File: config.mk
export PLATFORM = sky130hd
export DESIGN_NAME = booth4_multiplier_param
export DESIGN_NICKNAME = d
export VERILOG_FILES = /design/src/rtl/booth4_multiplier_param.sv
export SDC_FILE = /design/constraint.sdc
export NUM_CORES = 1
export LEC_CHECK = 0
export ABC_AREA = 1
export ABC_CLOCK_PERIOD_IN_PS = 6300
export BUFFER_PORTS_ARGS = -buffer_cell sky130_fd_sc_hd__buf_2
export CAP_MARGIN = 10
export CORE_ASPECT_RATIO = 0.9
export CORE_MARGIN = 5
export CORE_UTILIZATION = 45
export DETAILED_ROUTE_END_ITERATION = 12
export PLACE_DENSITY = 0.73
export RECOVER_POWER = 50
export SETUP_SLACK_MARGIN = 0.15
export SYNTH_ARGS = -nofsm -noshare
export SYNTH_HDL_FRONTEND = slang
export SYNTH_SLANG_ARGS = --single-unit
export TNS_END_PERCENT = 50
File: constraint.sdc
create_clock -name clk -period 6.3 [get_ports clk]
set_input_delay 0.315 -clock clk [delete_from_list [all_inputs] [get_ports clk]]
set_output_delay 0.315 -clock clk [all_outputs]
set_load 0.1 [all_outputs]
File: src/rtl/booth4_multiplier_param.sv
// Iterative radix-4 Booth multiplier with per-operand sign selects, abort and valid/ready on both sides.
// Optional early termination is enabled by defining BOOTH4_MUL_EARLY_TERM_EN.
module booth4_multiplier_param #(
    parameter int WIDTH     = 32,
    parameter int DIGITS_PC = 1
) (
    input  logic                 clk,
    input  logic                 rst_n,
    input  logic [WIDTH-1:0]     in_op1,
    input  logic [WIDTH-1:0]     in_op2,
    input  logic                 in_op1_signed,
    input  logic                 in_op2_signed,
    input  logic                 in_valid,
    output logic                 out_ready,
    input  logic                 in_abort,
    output logic [2*WIDTH-1:0]   out_res,
    output logic                 out_valid,
    input  logic                 in_ready,
    output logic                 out_busy
);

    localparam int RES_WIDTH = 2 * WIDTH;
    localparam int ACC_W     = RES_WIDTH + 2;
    localparam int N         = WIDTH / (2 * DIGITS_PC);
    localparam int CNT_W     = (N > 1) ? $clog2(N) : 1;
    localparam int STEP      = 2 * DIGITS_PC;

    typedef enum logic [1:0] {IDLE, CALC, DONE} state_t;

    state_t               r_state;
    logic                 r_out_ready;
    logic                 r_out_valid;
    logic                 r_out_busy;
    logic [RES_WIDTH-1:0] r_res;
    logic [ACC_W-1:0]     r_acc;
    logic [ACC_W-1:0]     r_mcand;
    logic [WIDTH:0]       r_mplr;
    logic [CNT_W-1:0]     r_cnt;

    logic [ACC_W-1:0]     w_op1_ext;
    logic                 w_top_dig;
    logic [ACC_W-1:0]     w_acc_init;
    logic [WIDTH:0]       w_mplr_nxt;
    logic                 w_early;
    logic                 w_last;

    assign w_op1_ext  = {{(ACC_W-WIDTH){in_op1_signed & in_op1[WIDTH-1]}}, in_op1};
    // The extension-only top digit is +1 exactly when op2 is unsigned with its MSB set,
    // so its partial product is preloaded into the accumulator at accept time.
    assign w_top_dig  = ~in_op2_signed & in_op2[WIDTH-1];
    assign w_acc_init = w_top_dig ? (w_op1_ext << WIDTH) : '0;

    // Fill with the MSB so the fill never breaks the uniformity test of the unretired bits.
    assign w_mplr_nxt = {{STEP{r_mplr[WIDTH]}}, r_mplr[WIDTH:STEP]};

`ifdef BOOTH4_MUL_EARLY_TERM_EN
    assign w_early = (&w_mplr_nxt) | ~(|w_mplr_nxt);
`else
    assign w_early = 1'b0;
`endif

    assign w_last = (r_cnt == CNT_W'(N - 1)) | w_early;

    logic [2:0]       w_grp;
    logic             w_one;
    logic             w_two;
    logic             w_neg;
    logic [ACC_W-1:0] w_mag;
    logic [ACC_W-1:0] w_sum;

    always_comb begin
        w_sum = r_acc;
        w_grp = '0;
        w_one = 1'b0;
        w_two = 1'b0;
        w_neg = 1'b0;
        w_mag = '0;
        for (int j = 0; j < DIGITS_PC; j++) begin
            w_grp = r_mplr[2*j +: 3];
            w_one = w_grp[1] ^ w_grp[0];
            w_two = (w_grp[2] & ~w_grp[1] & ~w_grp[0]) | (~w_grp[2] & w_grp[1] & w_grp[0]);
            w_neg = w_grp[2] & ~(w_grp[1] & w_grp[0]);
            w_mag = w_one ? (r_mcand << (2*j)) : (w_two ? (r_mcand << (2*j+1)) : '0);
            // Negation: one's complement here, the +1 enters as the adder carry-in.
            w_sum = w_sum + (w_mag ^ {ACC_W{w_neg}}) + ACC_W'(w_neg);
        end
    end

    always_ff @(posedge clk or negedge rst_n) begin
        if (!rst_n) begin
            r_state     <= IDLE;
            r_out_ready <= 1'b1;
            r_out_valid <= 1'b0;
            r_out_busy  <= 1'b0;
            r_res       <= '0;
            r_acc       <= '0;
            r_mcand     <= '0;
            r_mplr      <= '0;
            r_cnt       <= '0;
        end else begin
            case (r_state)
                IDLE: begin
                    if (in_valid) begin
                        r_state     <= CALC;
                        r_out_ready <= 1'b0;
                        r_out_busy  <= 1'b1;
                        r_acc       <= w_acc_init;
                        r_mcand     <= w_op1_ext;
                        r_mplr      <= {in_op2, 1'b0};
                        r_cnt       <= '0;
                    end
                end
                CALC: begin
                    if (in_abort) begin
                        r_state     <= IDLE;
                        r_out_ready <= 1'b1;
                        r_out_busy  <= 1'b0;
                    end else begin
                        r_acc   <= w_sum;
                        r_mcand <= r_mcand << STEP;
                        r_mplr  <= w_mplr_nxt;
                        r_cnt   <= r_cnt + 1'b1;
                        if (w_last) begin
                            r_state     <= DONE;
                            r_out_valid <= 1'b1;
                            r_res       <= w_sum[RES_WIDTH-1:0];
                        end
                    end
                end
                DONE: begin
                    if (in_ready) begin
                        r_state     <= IDLE;
                        r_out_valid <= 1'b0;
                        r_out_ready <= 1'b1;
                        r_out_busy  <= 1'b0;
                        r_res       <= '0;
                    end
                end
                default: begin
                    r_state     <= IDLE;
                    r_out_ready <= 1'b1;
                    r_out_valid <= 1'b0;
                    r_out_busy  <= 1'b0;
                    r_res       <= '0;
                end
            endcase
        end
    end

    assign out_ready = r_out_ready;
    assign out_valid = r_out_valid;
    assign out_busy  = r_out_busy;
    assign out_res   = r_res;

endmodule

Yosys cells after proc, flatten, opt, wreduce, memory -nomap -nowiden

Index checks and enable logic that the tools add are counted.

RAM bits: 0
Memory bits (read-only): 0
Output and inout bits: 67
Logic and storage cells: 82
Input bits: 71
Flip-flop bits (word level): 238
Memories kept: 0
Latch bits: 0

Reduce and logical (&&, ||, !) cells: 7
$mul: 0
Order comparisons: 0
$add $sub $neg: 3
Divide/modulo/power cells: 0
Muxes and demuxes: 35
Shift operators: 0
Eq/ne operators: 9
Bitwise logic cells: 18

Operator list:

| operator              | count |
|---|---|
| $mux W66              | 7 |
| $pmux W66 S2          | 2 |
| $mux W64              | 3 |
| $pmux W64 S3          | 1 |
| $add A66 B1 Y66       | 1 |
| $add A66 B66 Y66      | 1 |
| $pmux W33 S2          | 1 |
| $xor A66 B66 Y66      | 1 |
| $mux W33              | 1 |
| $mux W32              | 1 |
| $reduce_and A3 Y1     | 4 |
| $ne A2 B2 Y1 const B  | 5 |
| $pmux W1 S3           | 3 |
| $and A1 B1 Y1         | 8 |
| $mux W1               | 8 |
| $mux W2               | 4 |
| $mux W4               | 2 |
| $pmux W4 S2           | 1 |
| $not A1 Y1            | 7 |
| $pmux W2 S3           | 1 |
| $add A4 B1 Y4 const B | 1 |
| $eq A4 B4 Y1 const B  | 1 |
| $reduce_and A4 Y1     | 1 |
| $ne A3 B3 Y1 const B  | 1 |
| 6 further kinds       | 6 |

Logic depth before layout (Yosys ltp)

Depth in word-level cells: 12
Gate-level depth with buffers: 24
Gate-level depth less buffers: 24

Worst setup path after synthesis

OpenSTA, ideal clock, no wires.

Path kind: reg2reg
Start: register r_mplr[0]
End: register r_res[27] (netlist: out_res[27])
Required time: 6.165 ns
Stages on the path, launching flop included: 18
Path slack: 3.046 ns
Period minus slack after synthesis: 3.254 ns
Library setup time: 0.135 ns
Buffers on the path: 2
Arrival time: 3.120 ns
Cells stage by stage: dfrtp_1 ha_1 clkinv_1 clkbuf_1 clkbuf_1 nand3_1 o21ai_0 xor2_1 ha_1 a21oi_1 o21ai_0 a21oi_1 nor2_1 nor2_1 nand2_1 or2_2 nand3_1 o21ai_0

Cells in the longest elaborated chain, start to end: 11
Elaborated cells between the ends (all ways): 16
Those cells by class: add/sub: 2; mux: 5; bitwise: 9

RTL lines:

| item                   | line | source |
|---|---|---|
| from (decl)            | 37   | `logic [WIDTH:0] r_mplr;` |
| from (signal assigned) | 109  | `r_mplr <= {in_op2, 1'b0};` |
| from (signal assigned) | 121  | `r_mplr <= w_mplr_nxt;` |
| $not A1 Y1             | 81   | `w_two = (w_grp[2] & ~w_grp[1] & ~w_grp[0]) \| (~w_grp[2] & w_grp[1] & w_grp[0]);` |
| $and A1 B1 Y1          | 81   |  |
| $or A1 B1 Y1           | 81   |  |
| $mux W66 (2 in series) | 83   | `w_mag = w_one ? (r_mcand << (2*j)) : (w_two ? (r_mcand << (2*j+1)) : '0);` |
| $xor A66 B66 Y66       | 85   | `w_sum = w_sum + (w_mag ^ {ACC_W{w_neg}}) + ACC_W'(w_neg);` |
| $add A66 B66 Y66       | 85   |  |
| $add A66 B1 Y66 (*)    | 85   |  |
| $mux W64 (*)           | 123  | `if (w_last) begin` |
| $mux W64 (*)           | 114  | `if (in_abort) begin` |
| $pmux W64 S3 (*)       | 101  | `case (r_state)` |
| to (signal assigned)   | 126  | `r_res <= w_sum[RES_WIDTH-1:0];` |
| to (decl)              | 34   | `logic [RES_WIDTH-1:0] r_res;` |

Every way passes the cells marked *; elsewhere a longest branch is shown, timed or not. The select of a mux whose other input is x is not followed.
A chain may end at the register's enable or synchronous reset.

Worst setup path in the final report

Start: register r_mplr[0]
End: register r_res[63] (netlist: out_res[63])

Same word-level chain as after synthesis.

==> results_dict.tcl <==
set metrics [dict create \
    totalWireLength_um 57000 \
    drtAntennaViolNets 0 \
    post-cts-setup-buffers 0 \
    min_to "r_mplr[10]" \
    gr-total-overflow 0 \
    core_region_area_sq_mm 0.0360 \
    vias 16100 \
    fin_setup_tns_ns 0 \
    violations "capacitance limit, slew limit" \
    die_h_um 191 \
    area_growth_pct 11.9 \
    yosysSeqAreaShare_pct 35.9 \
    syn_nets 2408 \
    cts_resized 0 \
    crit_path_start_kind "flip-flop" \
    synthSimpleGateAreaFrac_pct 25.9 \
    viasPerCell 5.68 \
    port_buffers 137 \
    grt_pass1_wl_um 87300 \
    end_kind "flip-flop" \
    grt_start_max_net_pins 170 \
    regToRegEndpoint "out_res[63]" \
    regArea_sq_mm 0.00586 \
    ys_seq_elements 234 \
    r2r_start "r_mplr[0]" \
    rrSetupSlack_ns 1.88 \
    multi_input_area_sq_mm 0.00896 \
    drt-pass1-iter-count 6 \
    synthMuxAreaShare_pct 0 \
    die_w_um 211 \
    yosysUniqueCellTypes 49 \
    clk_pin_slew_ns 0.06 \
    synth_top_family_by_area "simple AND/OR/NAND/NOR gates" \
    die_area_sq_mm 0.0402 \
    max_freq_mhz 226 \
    synthesis.area_sq_mm 0.0163 \
    period_minus_slack_ns 4.42 \
    arrival_ns 4.89 \
    crit_required_ns 6.77 \
    status "finished, violations left" \
    clkSinkCount 234 \
    rsz0062_at_grt "false" \
    critPathMaxFanout 36 \
    maxCapViolCount 1 \
    synth_cells 2258 \
    relSlewSlack_pct -168 \
    synth_enable_flop_cells 0 \
    diodes 0 \
    num_rows 66 \
    place.gp.congestion 1.12 \
    root_buffer "clkbuf_16" \
    synthArstFlopShare_pct 100 \
    cts_buffer_depth 3 \
    yosysWarnings 0 \
    route.detailed.drc 0 \
    n_fill_cell 3643 \
    worst_slew_pin_slew_ns 4.03 \
    io_pins 138 \
    r2r_cells 16 \
    min_path_type "in -> reg" \
    whs_path_depth 3 \
    synth_fa_ha_area_share_pct 6.11 \
    finClkSkew_ns 0.0119 \
    critPathKind "reg -> reg" \
    cts_tree "yes" \
    fin_crit_sh_pct 70.1 \
    dp_hpwl_um 43600 \
    start_util_pct 45.3 \
    setup_viol 0 \
    wl_per_cell_um 20.1 \
    drt_iter0_markers 1728 \
    grt_pass1_vias 15000 \
    synth-compound-area-share_pct 19.4 \
    antenna_found_initial 2 \
    insertion_delay_ns 0.57 \
    slew_violations 66 \
    min-delay-start "in_op2[9]" \
    fin_nets 2494 \
    ys.flop_type "dfrtp_1" \
    gr-usage-all-layers_pct 27.7 \
    hold_violations 0 \
    synthXorXnorAreaFrac_pct 3.65 \
    syn_area_per_cell_sq_um 7.22 \
    numCtsBuffers 27 \
    drive_above_1_share_pct 10.3 \
    htree_levels 1 \
]
## logic make-up (layout without fill, tap and decap cells)
kind of cell / Yosys count / after routing
adders and majority gates: 79 / 79
xor gates and xnor gates: 68 / 68
DFF: 234 / 234
and+or+nand+nor: 957 / 957
buffers and inverters: 380 / 486
AOI/OAI and AO/OA: 540 / 540
## state kept, by name (all words and copies together), names as in the netlist
signal / count
out_busy: 1
out_ready: 1
out_res: 64
out_valid: 1
r_acc: 64
r_cnt: 4
r_mcand: 64
r_mplr: 33
r_state: 2
## cell type report
type	count	share of cell area, %
well taps	476	3.26
repair buffers	157	4.29
clock inverters	13	1.32
flip-flops and latches	234	32.1
clock buffers	36	4.16
multi-input cells	1644	49.1
inverters	280	5.77
## placed cells by master (no fill, tap or decap), types with 8 or more instances in the layout
cell type / instances
o21ai_0: 214
o21bai_1: 8
inv_2: 16
xor2_1: 64
or2_2: 15
nand3_2: 15
nand2_1: 468
o211ai_1: 31
a31oi_1: 30
a21oi_1: 129
dfrtp_1: 233
nor3_1: 11
clkbuf_16: 27
buf_2: 70
a21oi_2: 8
ha_1: 78
nand2_2: 25
nand3_1: 186
clkbuf_1: 71
o21ai_1: 39
nor2_1: 193
buf_4: 12
inv_1: 263
o221ai_1: 62
nor2_2: 19
## metal layers
| metal | wire, um | share of wire (%) | global-route usage [%] |
|---|---|---|---|
| met4 | 1550 | 2.7 | 6.46 |
| met5 | 25 | 0.044 | 0 |
| met2 | 23900 | 42 | 41.1 |
| met3 | 5620 | 9.9 | 6.09 |
| met1 | 25900 | 45 | 41.3 |
## stage by stage
stage / utilization (%) / hold WS, ns / cells / instance area, sq um / setup WS [ns]
floorplan: - / 0.0194 / 2258 / 16300 / 3.05
finish: 50.7 / 0.0108 / 2840 / 18200 / 1.88
global route: 50.7 / 0.0213 / 2840 / 18200 / 1.52
CTS: 51.0 / 0.00149 / 2840 / 18400 / 2.02
detailed placement: 48.0 / 0.311 / 2784 / 17300 / 2.05
global placement: 48.0 / 0.311 / 2784 / 17300 / 2.08
## how the worst max path moves through the flow
stage                    from           to  slack (ns)  depth (start not counted)
floorplan           r_mplr[0]  out_res[27]        3.05                         17
global placement    r_mplr[0]  out_res[63]        2.08                         16
detailed placement  r_mplr[0]  out_res[63]        2.05                         16
CTS                 r_mplr[0]  out_res[63]        2.02                         16
global route            rst_n  out_res[57]        1.52                          2
finish              r_mplr[0]  out_res[63]        1.88                         16
## synth_stat cells, types with 11 or more instances
library cell / n / area share (%)
ha_1: 78 / 6.0
a31oi_1: 30 / 1.2
o21ai_0: 214 / 6.6
nor3_1: 11 / 0.34
nand2_2: 25 / 0.96
nand3_2: 16 / 0.98
inv_1: 262 / 6.0
or2_2: 15 / 0.58
nand3_1: 186 / 5.7
nand2_1: 468 / 11
inv_2: 16 / 0.37
xor2_1: 64 / 3.4
o21ai_1: 39 / 1.2
a21oi_1: 129 / 4.0
o211ai_1: 31 / 1.4
clkbuf_1: 59 / 1.4
buf_1: 12 / 0.28
nor2_1: 192 / 4.4
dfrtp_1: 233 / 36
o221ai_1: 62 / 3.3
nor2_2: 18 / 0.69
buf_2: 23 / 0.71
## critical path, stage by stage, from the launching register on
cell and delay (ns):
dfrtp_1 0.40, ha_1 0.20, inv_1 0.06, nand2_2 0.08, inv_2 0.68, buf_4 0.51, xor2_1 0.19, ha_1 0.33
a21oi_1 0.25, nor3_1 0.07, nor3_1 0.47, nand3_1 0.18, a21oi_1 0.18, nand2_1 0.07, nand2_1 0.05, nand3_1 0.31
o21ai_1 0.26
## timing repair
| item | 4_1_cts | 5_1_grt |
|---|---|---|
| endpoints found under the hold margin | 71 | 0 |
| setup endpoints to repair | 0 | 0 |
| hold buffers | 7 | 0 |
Power is left out: the tool's default activity adds up to more than one toggle a clock period on the data nets, which glitch-free logic cannot reach.
